===== config.mk =====
export PLATFORM = sky130hd
export DESIGN_NAME = bbox_scan_ctrl_flat
export DESIGN_NICKNAME = d
export VERILOG_FILES = /design/src/rtl/bbox_scan_pkg.sv /design/src/rtl/bbox_scan_ctrl_if.sv /design/src/rtl/bbox_rd_pipe.sv /design/src/rtl/bbox_scan_ctrl.sv /design/src/flat_wrapper.sv
export SDC_FILE = /design/constraint.sdc
export NUM_CORES = 1
export LEC_CHECK = 0
export ABC_CLOCK_PERIOD_IN_PS = 11870
export BUFFER_PORTS_ARGS = -buffer_cell sky130_fd_sc_hd__buf_4
export CORE_ASPECT_RATIO = 0.9
export CORE_UTILIZATION = 59
export DETAILED_ROUTE_END_ITERATION = 6
export GPL_TIMING_DRIVEN = 0
export HOLD_SLACK_MARGIN = 0.08
export PLACE_DENSITY_LB_ADDON = 0.05
export RECOVER_POWER = 25
export SYNTH_ARGS = -nofsm -noshare
export SYNTH_HDL_FRONTEND = slang
export SYNTH_SLANG_ARGS = --single-unit

===== constraint.sdc =====
create_clock -name CLOCK_50 -period 11.87 [get_ports CLOCK_50]
set_clock_uncertainty 0.05 [all_clocks]
set_input_delay 0.5935 -clock CLOCK_50 [delete_from_list [all_inputs] [get_ports CLOCK_50]]
set_output_delay 0.5935 -clock CLOCK_50 [all_outputs]
set_load 0.02 [all_outputs]

===== src/rtl/bbox_scan_pkg.sv =====
`default_nettype none
// ============================================================================
// Module : bbox_scan_pkg
// Brief  : Shared constants, register map and FSM states for bbox_scan_ctrl.
// Rev    : 1.0
// ============================================================================
package bbox_scan_pkg;

    localparam int DEF_WIDTH       = 160;
    localparam int DEF_HEIGHT      = 90;
    localparam int FRAME_BYTES     = DEF_WIDTH * DEF_HEIGHT * 3;
    localparam int DEF_CLEAR_INDEX = 99999;
    localparam int IDX_W           = 24;

    localparam logic [1:0] ADDR_CTRL   = 2'd0;
    localparam logic [1:0] ADDR_RESULT = 2'd1;
    localparam logic [1:0] ADDR_BASE   = 2'd2;

    localparam int CTRL_START    = 0;
    localparam int CTRL_ABORT    = 1;
    localparam int CTRL_DONE_CLR = 2;
    localparam int CTRL_IE       = 3;

    localparam int STAT_BUSY  = 0;
    localparam int STAT_DONE  = 1;
    localparam int STAT_EMPTY = 2;
    localparam int STAT_IE    = 3;

    typedef enum logic [2:0] {
        IDLE  = 3'd0,
        CLEAR = 3'd1,
        FETCH = 3'd2,
        DRAIN = 3'd3,
        LATCH = 3'd4
    } state_t;

endpackage
`default_nettype wire


===== src/rtl/bbox_scan_ctrl_if.sv =====
`default_nettype none
// ============================================================================
// Module : bbox_scan_ctrl_if
// Brief  : Avalon-MM register slave bundle for bbox_scan_ctrl.
// Rev    : 1.0
// ============================================================================
interface bbox_scan_ctrl_if;
    logic [1:0]  avs_address;
    logic        avs_read;
    logic        avs_write;
    logic [31:0] avs_writedata;
    logic [31:0] avs_readdata;

    modport master (output avs_address, output avs_read, output avs_write,
                    output avs_writedata, input avs_readdata);
    modport slave  (input avs_address, input avs_read, input avs_write,
                    input avs_writedata, output avs_readdata);
endinterface
`default_nettype wire


===== src/rtl/bbox_rd_pipe.sv =====
`default_nettype none
// ============================================================================
// Module : bbox_rd_pipe
// Brief  : DEPTH-stage {valid,index} delay line aligning indices with RAM data.
// Rev    : 1.0
// ============================================================================
module bbox_rd_pipe #(
    parameter int DEPTH = 2
) (
    input  logic        clk,
    input  logic        rst,
    input  logic        flush,
    input  logic        in_valid,
    input  logic [23:0] in_index,
    output logic        out_valid,
    output logic [23:0] out_index,
    output logic        pending
);
    localparam logic [DEPTH-1:0] LAST_MASK = DEPTH'(1) << (DEPTH - 1);

    logic [DEPTH-1:0] valid;
    logic [23:0]      index [DEPTH];

    always_ff @(posedge clk or posedge rst) begin
        if (rst) begin
            valid <= '0;
            for (int i = 0; i < DEPTH; i++) index[i] <= '0;
        end else if (flush) begin
            valid <= '0;
        end else begin
            valid[0] <= in_valid;
            index[0] <= in_index;
            for (int i = 1; i < DEPTH; i++) begin
                valid[i] <= valid[i-1];
                index[i] <= index[i-1];
            end
        end
    end

    assign out_valid = valid[DEPTH-1];
    assign out_index = index[DEPTH-1];
    // Pipe is empty next cycle once only the output stage may still hold data.
    assign pending   = |(valid & ~LAST_MASK);
endmodule
`default_nettype wire


===== src/rtl/bbox_scan_ctrl.sv =====
`default_nettype none
// ============================================================================
// Module : bbox_scan_ctrl
// Brief  : Clears the bbox engine, streams one frame into it, latches result.
//          Optional completion interrupt with macro BBOX_SCAN_IRQ_EN.
// Rev    : 1.0
// ============================================================================
module bbox_scan_ctrl
    import bbox_scan_pkg::*;
#(
    parameter int WIDTH       = DEF_WIDTH,
    parameter int HEIGHT      = DEF_HEIGHT,
    parameter int RD_LATENCY  = 2,
    parameter int CLEAR_INDEX = DEF_CLEAR_INDEX
) (
    input  logic                 CLOCK_50,
    input  logic                 reset,
    bbox_scan_ctrl_if.slave      avs,
    output logic [23:0]          mem_address,
    output logic                 mem_read,
    input  logic [7:0]           mem_readdata,
    output logic                 eng_wr_en,
    output logic [31:0]          eng_data,
    input  logic [31:0]          eng_out
`ifdef BBOX_SCAN_IRQ_EN
    ,
    output logic                 irq
`endif
);
    localparam logic [23:0] LAST_K       = 24'(WIDTH * HEIGHT * 3 - 1);
    localparam logic [31:0] EMPTY_RESULT = {8'(WIDTH - 1), 8'h00, 8'(HEIGHT - 1), 8'h00};

    state_t      state, state_nxt;
    logic [23:0] k;
    logic [23:0] frame_base;
    logic [31:0] result;
    logic        done;
    logic        ie_bit;
    logic        busy, ctrl_wr, start_cmd, abort_cmd, done_clr;
    logic        pipe_valid, pipe_pending;
    logic [23:0] pipe_index;

    assign busy      = (state != IDLE);
    assign ctrl_wr   = avs.avs_write && (avs.avs_address == ADDR_CTRL);
    assign start_cmd = ctrl_wr && avs.avs_writedata[CTRL_START] &&
                       !avs.avs_writedata[CTRL_ABORT] && !busy;
    assign abort_cmd = ctrl_wr && avs.avs_writedata[CTRL_ABORT] && busy;
    assign done_clr  = ctrl_wr && avs.avs_writedata[CTRL_DONE_CLR];

    always_ff @(posedge CLOCK_50 or posedge reset) begin
        if (reset) state <= IDLE;
        else       state <= state_nxt;
    end

    always_comb begin
        state_nxt = state;
        mem_read  = 1'b0;
        case (state)
            IDLE:    if (start_cmd) state_nxt = CLEAR;
            CLEAR:   state_nxt = FETCH;
            FETCH: begin
                mem_read = 1'b1;
                if (k == LAST_K) state_nxt = DRAIN;
            end
            DRAIN:   if (!pipe_pending) state_nxt = LATCH;
            LATCH:   state_nxt = IDLE;
            default: state_nxt = IDLE;
        endcase
        if (abort_cmd) state_nxt = IDLE;
    end

    bbox_rd_pipe #(.DEPTH(RD_LATENCY)) u_pipe (
        .clk       (CLOCK_50),
        .rst       (reset),
        .flush     (abort_cmd),
        .in_valid  (mem_read),
        .in_index  (k),
        .out_valid (pipe_valid),
        .out_index (pipe_index),
        .pending   (pipe_pending)
    );

    assign mem_address = mem_read ? (frame_base + k) : 24'h0;
    assign eng_wr_en   = pipe_valid;

    always_comb begin
        eng_data = 32'h0;
        if (state == CLEAR)  eng_data = {8'h00, 24'(CLEAR_INDEX)};
        else if (pipe_valid) eng_data = {mem_readdata, pipe_index};
    end

    always_ff @(posedge CLOCK_50 or posedge reset) begin
        if (reset) begin
            k          <= '0;
            frame_base <= '0;
            result     <= '0;
            done       <= 1'b0;
        end else begin
            k <= (state == FETCH) ? k + 24'd1 : 24'd0;
            if (avs.avs_write && avs.avs_address == ADDR_BASE && !busy)
                frame_base <= avs.avs_writedata[23:0];
            if (start_cmd || done_clr) done <= 1'b0;
            if (state == LATCH && !abort_cmd) begin
                result <= eng_out;
                done   <= 1'b1;
            end
        end
    end

`ifdef BBOX_SCAN_IRQ_EN
    logic ie;
    always_ff @(posedge CLOCK_50 or posedge reset) begin
        if (reset)        ie <= 1'b0;
        else if (ctrl_wr) ie <= avs.avs_writedata[CTRL_IE];
    end
    assign ie_bit = ie;
    assign irq    = done && ie;
`else
    assign ie_bit = 1'b0;
`endif

    always_comb begin
        avs.avs_readdata = 32'h0;
        if (avs.avs_read) begin
            case (avs.avs_address)
                ADDR_CTRL: begin
                    avs.avs_readdata[STAT_BUSY]  = busy;
                    avs.avs_readdata[STAT_DONE]  = done;
                    avs.avs_readdata[STAT_EMPTY] = done && (result == EMPTY_RESULT);
                    avs.avs_readdata[STAT_IE]    = ie_bit;
                end
                ADDR_RESULT: avs.avs_readdata = result;
                ADDR_BASE:   avs.avs_readdata = {8'h00, frame_base};
                default:     avs.avs_readdata = 32'h0;
            endcase
        end
    end
endmodule
`default_nettype wire

===== src/flat_wrapper.sv =====
// flat-port wrapper written by rule: the top's interface ports become plain ports
module bbox_scan_ctrl_flat import bbox_scan_pkg::*;
#(
    parameter int WIDTH       = DEF_WIDTH,
    parameter int HEIGHT      = DEF_HEIGHT,
    parameter int RD_LATENCY  = 2,
    parameter int CLEAR_INDEX = DEF_CLEAR_INDEX
)
  (CLOCK_50, reset, mem_address, mem_read, mem_readdata, eng_wr_en, eng_data, eng_out, avs_avs_address, avs_avs_read, avs_avs_write, avs_avs_writedata, avs_avs_readdata);
  bbox_scan_ctrl_if avs_i ();
  input  logic CLOCK_50;
  input  logic reset;
  output logic [23:0] mem_address;
  output logic mem_read;
  input  logic [7:0] mem_readdata;
  output logic eng_wr_en;
  output logic [31:0] eng_data;
  input  logic [31:0] eng_out;
  input wire logic [$bits(avs_i.avs_address)-1:0] avs_avs_address;
  input wire logic [$bits(avs_i.avs_read)-1:0] avs_avs_read;
  input wire logic [$bits(avs_i.avs_write)-1:0] avs_avs_write;
  input wire logic [$bits(avs_i.avs_writedata)-1:0] avs_avs_writedata;
  output wire logic [$bits(avs_i.avs_readdata)-1:0] avs_avs_readdata;
  assign avs_i.avs_address = avs_avs_address;
  assign avs_i.avs_read = avs_avs_read;
  assign avs_i.avs_write = avs_avs_write;
  assign avs_i.avs_writedata = avs_avs_writedata;
  assign avs_avs_readdata = avs_i.avs_readdata;
  bbox_scan_ctrl #(.WIDTH(WIDTH), .HEIGHT(HEIGHT), .RD_LATENCY(RD_LATENCY), .CLEAR_INDEX(CLEAR_INDEX)) u_core (.CLOCK_50(CLOCK_50), .reset(reset), .avs(avs_i), .mem_address(mem_address), .mem_read(mem_read), .mem_readdata(mem_readdata), .eng_wr_en(eng_wr_en), .eng_data(eng_data), .eng_out(eng_out));
endmodule

==> results_dict.tcl <==
set metrics [dict create \
    grt_max_degree 93 \
    fmax_mhz 169.8 \
    synth.distinct_cells 52 \
    cts_max_path_buffers 2 \
    die_h_um 107.1 \
    min_path_type "in -> reg" \
    synth_compound_area_share_pct 10.79 \
    ys_seq_area_share_pct 46.27 \
    overflow 0 \
    fin_crit_sh_pct 49.63 \
    io_pins 168 \
    drtIter0Drc 330 \
    slew_viol_final 137 \
    synth_edf_count 0 \
    yosysTopAreaCellShare_pct 46.27 \
    cts_inserted_buffers 17 \
    core_region_area_sq_um 12030 \
    clkTransAtPathRegs_ns 0.06 \
    synth_common_cells "dfrtp_1 (134), mux2_2 (102), nor2_1 (74)" \
    fin_crit_ns 5.891 \
    wl_per_cell_um 18.31 \
    antenna_left 0 \
    end_kind "asynchronous set/reset pin" \
    cp_max_fo 92 \
    synth-adder-area-share_pct 5.110 \
    synth-simple-area-share_pct 14.92 \
    synthArstFlopShare_pct 100.0 \
    die_x_um 118.8 \
    vias_per_cell 5.789 \
    finalNonFillerCells 1030 \
    htreeDepth 4 \
    final_nets 964 \
    rows 38 \
    rsz0062_at_grt "false" \
    syn_inst 678 \
    synth_xor_area_share_pct 4.230 \
    n_antenna_cell 0 \
    power_w 0.001852 \
    clock-sinks 134 \
    routed-via-count 5963 \
    synth_most_common_cell "dfrtp_1" \
    placed_cell_area_sq_um 8673 \
    syn_avg_cell_area_sq_um 10.69 \
    setup_violations 0 \
    place_inst 998 \
    netlist_area_sq_um 7247 \
    worst_slew_pin_slew_ns 4.812 \
    root_buffer "clkbuf_16" \
    dp_slack_ns 8.242 \
    cts_hold_buf 0 \
    antenna_found_initial 0 \
    cts_tree "built" \
    sequentialPowerShare_pct 36.1 \
    gp_congestion 0.9371 \
    crit_arrival_ns 5.23 \
    start_util_pct 60.25 \
    syn_nets 785 \
    drive_gt1_share_pct 34.83 \
    ir_drop_mv 0.1291 \
    p_sw_w 0.0006458 \
    final_area_sq_um 9299 \
    internal-power_w 0.001206 \
    hold_viol_final 0 \
    dieArea_sq_um 12730 \
    fillerInstances 806 \
    grt_pass1_vias 6068 \
    drcViolationCount 0 \
    grt_pass1_wl_um 30520 \
    worst_slack_ns 5.979 \
    synth_flop_cell "dfrtp_1" \
    cts_resized 0 \
    synthTopCellsByArea "dfrtp_1 (46%), mux2_2 (16%), ha_1 (4.8%)" \
    status "finished, violations left" \
    ys_seq_elements 134 \
    setup_tns_ns 0 \
    drt-pass1-iter-count 5 \
    violations "max-capacitance violations, max-slew violations" \
    multi_input_comb_area_sq_um 3719 \
    wirelength_um 18860 \
    power_density_nw_per_um2 199.2 \
    cp.required_ns 11.21 \
    io_buffers 159 \
    cts_setup_buffers 0 \
    startpoint_type "input port" \
    synth.largest_area_cell "dfrtp_1" \
    crit_type "in -> async" \
    p_comb_share_pct 32.5 \
    track_usage_pct 31.27 \
    max_slew_margin_pct -220.8 \
    pwr-share-clk_pct 31.3 \
    p_sw_share_pct 34.87 \
    synth.area.mux_share_pct 16.26 \
    clkLatencyLatePin_ns 0.43 \
    hpwl_um 14090 \
    synth_top_family_by_area "multiplexers" \
    regArea_sq_um 3353 \
    yosysWarnings 0 \
    cellLeakagePower_nw 4.661 \
    syn_to_final_growth_pct 28.31 \
    cap_violations 2 \
]
## worst max-delay path: stages
cell and delay (ns):
clkbuf_4 0.11, clkinvlp_2 1.01, clkbuf_1 3.44
## cell families (layout without fill, tap and decap cells)
| family | after synthesis | count (layout) |
|---|---|---|
| multiplexers | 105 | 105 |
| adder cells (fa/ha/maj) | 29 | 29 |
| buffers and inverters | 46 | 238 |
| XOR/XNOR | 35 | 35 |
| AND/OR/NAND/NOR | 215 | 215 |
| flip-flops | 134 | 134 |
| AO/OA/AOI/OAI | 114 | 114 |
## path summary, 6_finish.rpt
kind / cells past startpoint / slack [ns] / end / startpoint
max in group CLOCK_50: 10 / 7.78 / mem_address[20] / u_core.k[0]
setup / recovery: 3 / 5.98 / u_core.result[14] / reset
setup reg to reg: 5 / 9.59 / u_core.u_pipe.index[44] / u_core.state[2]
hold / removal: 2 / 0.35 / u_core.frame_base[20] / avs_avs_writedata[20]
hold reg to reg: 2 / 0.44 / u_core.u_pipe.index[46] / u_core.u_pipe.index[46]
min in group asynchronous: 2 / 0.56 / u_core.u_pipe.out_index[4] / reset
## power groups by stage
| stage | Clock (W) | Combinational [W] | Sequential [W] |
|---|---|---|---|
| 6_report | 0.000580 | 0.000603 | 0.000669 |
| 5_1_grt | 0.000601 | 0.000654 | 0.000683 |
| 3_3_place_gp | 0 | 0.000579 | 0.000665 |
| 4_1_cts | 0.000583 | 0.000605 | 0.000665 |
| 2_1_floorplan | 0 | 0.000410 | 0.000627 |
| 3_5_place_dp | 0 | 0.000599 | 0.000671 |
## routing by layer
metal	vias to the layer above	GRT usage, %	wire [um]
met2	215	53.47	9225
met5	-	0	0
met3	35	8.351	1172
li1	2798	-	-
met1	2915	37.87	8041
met4	0	12.03	419
## through the flow
step,utilization (%),hold WS [ns]
after floorplan,-,0.3892
after global placement,71.83,0.4161
after CTS,77.53,0.1186
after detailed placement,72.10,0.4263
final,77.30,0.3467
after global routing,77.30,0.3440
## state kept, by name, summed over array words and instances, names as in the netlist
name	flops
u_core.done	1
u_core.frame_base	24
u_core.k	24
u_core.result	32
u_core.state	3
u_core.u_pipe.index	24
u_core.u_pipe.out_index	24
u_core.u_pipe.valid	2
## layout by cell type, fill, tap and decap left out, types with 7 or more instances in the layout
| cell | instances |
|---|---|
| a21o_1 | 21 |
| xor2_1 | 22 |
| clkbuf_16 | 17 |
| ha_1 | 28 |
| nand2_1 | 34 |
| a21oi_1 | 25 |
| nor2_1 | 74 |
| o21ai_0 | 16 |
| and3_1 | 18 |
| nand4_1 | 7 |
| inv_1 | 12 |
| a22oi_1 | 22 |
| nor3_1 | 9 |
| nand3_1 | 13 |
| xnor2_1 | 13 |
| clkbuf_1 | 33 |
| and2_1 | 29 |
| buf_4 | 158 |
| mux2_2 | 102 |
| dfrtp_1 | 134 |
## layout make-up
class / instances / share of cell area, %
clock inverters: 14 / 2.409
well taps: 160 / 2.153
repair buffers: 160 / 12.88
clock buffers: 18 / 4.615
inverters: 13 / 0.5382
multi-input cells: 498 / 39.99
plain buffers: 33 / 1.359
flip-flops and latches: 134 / 36.06
(Power assumes the default switching activity.)
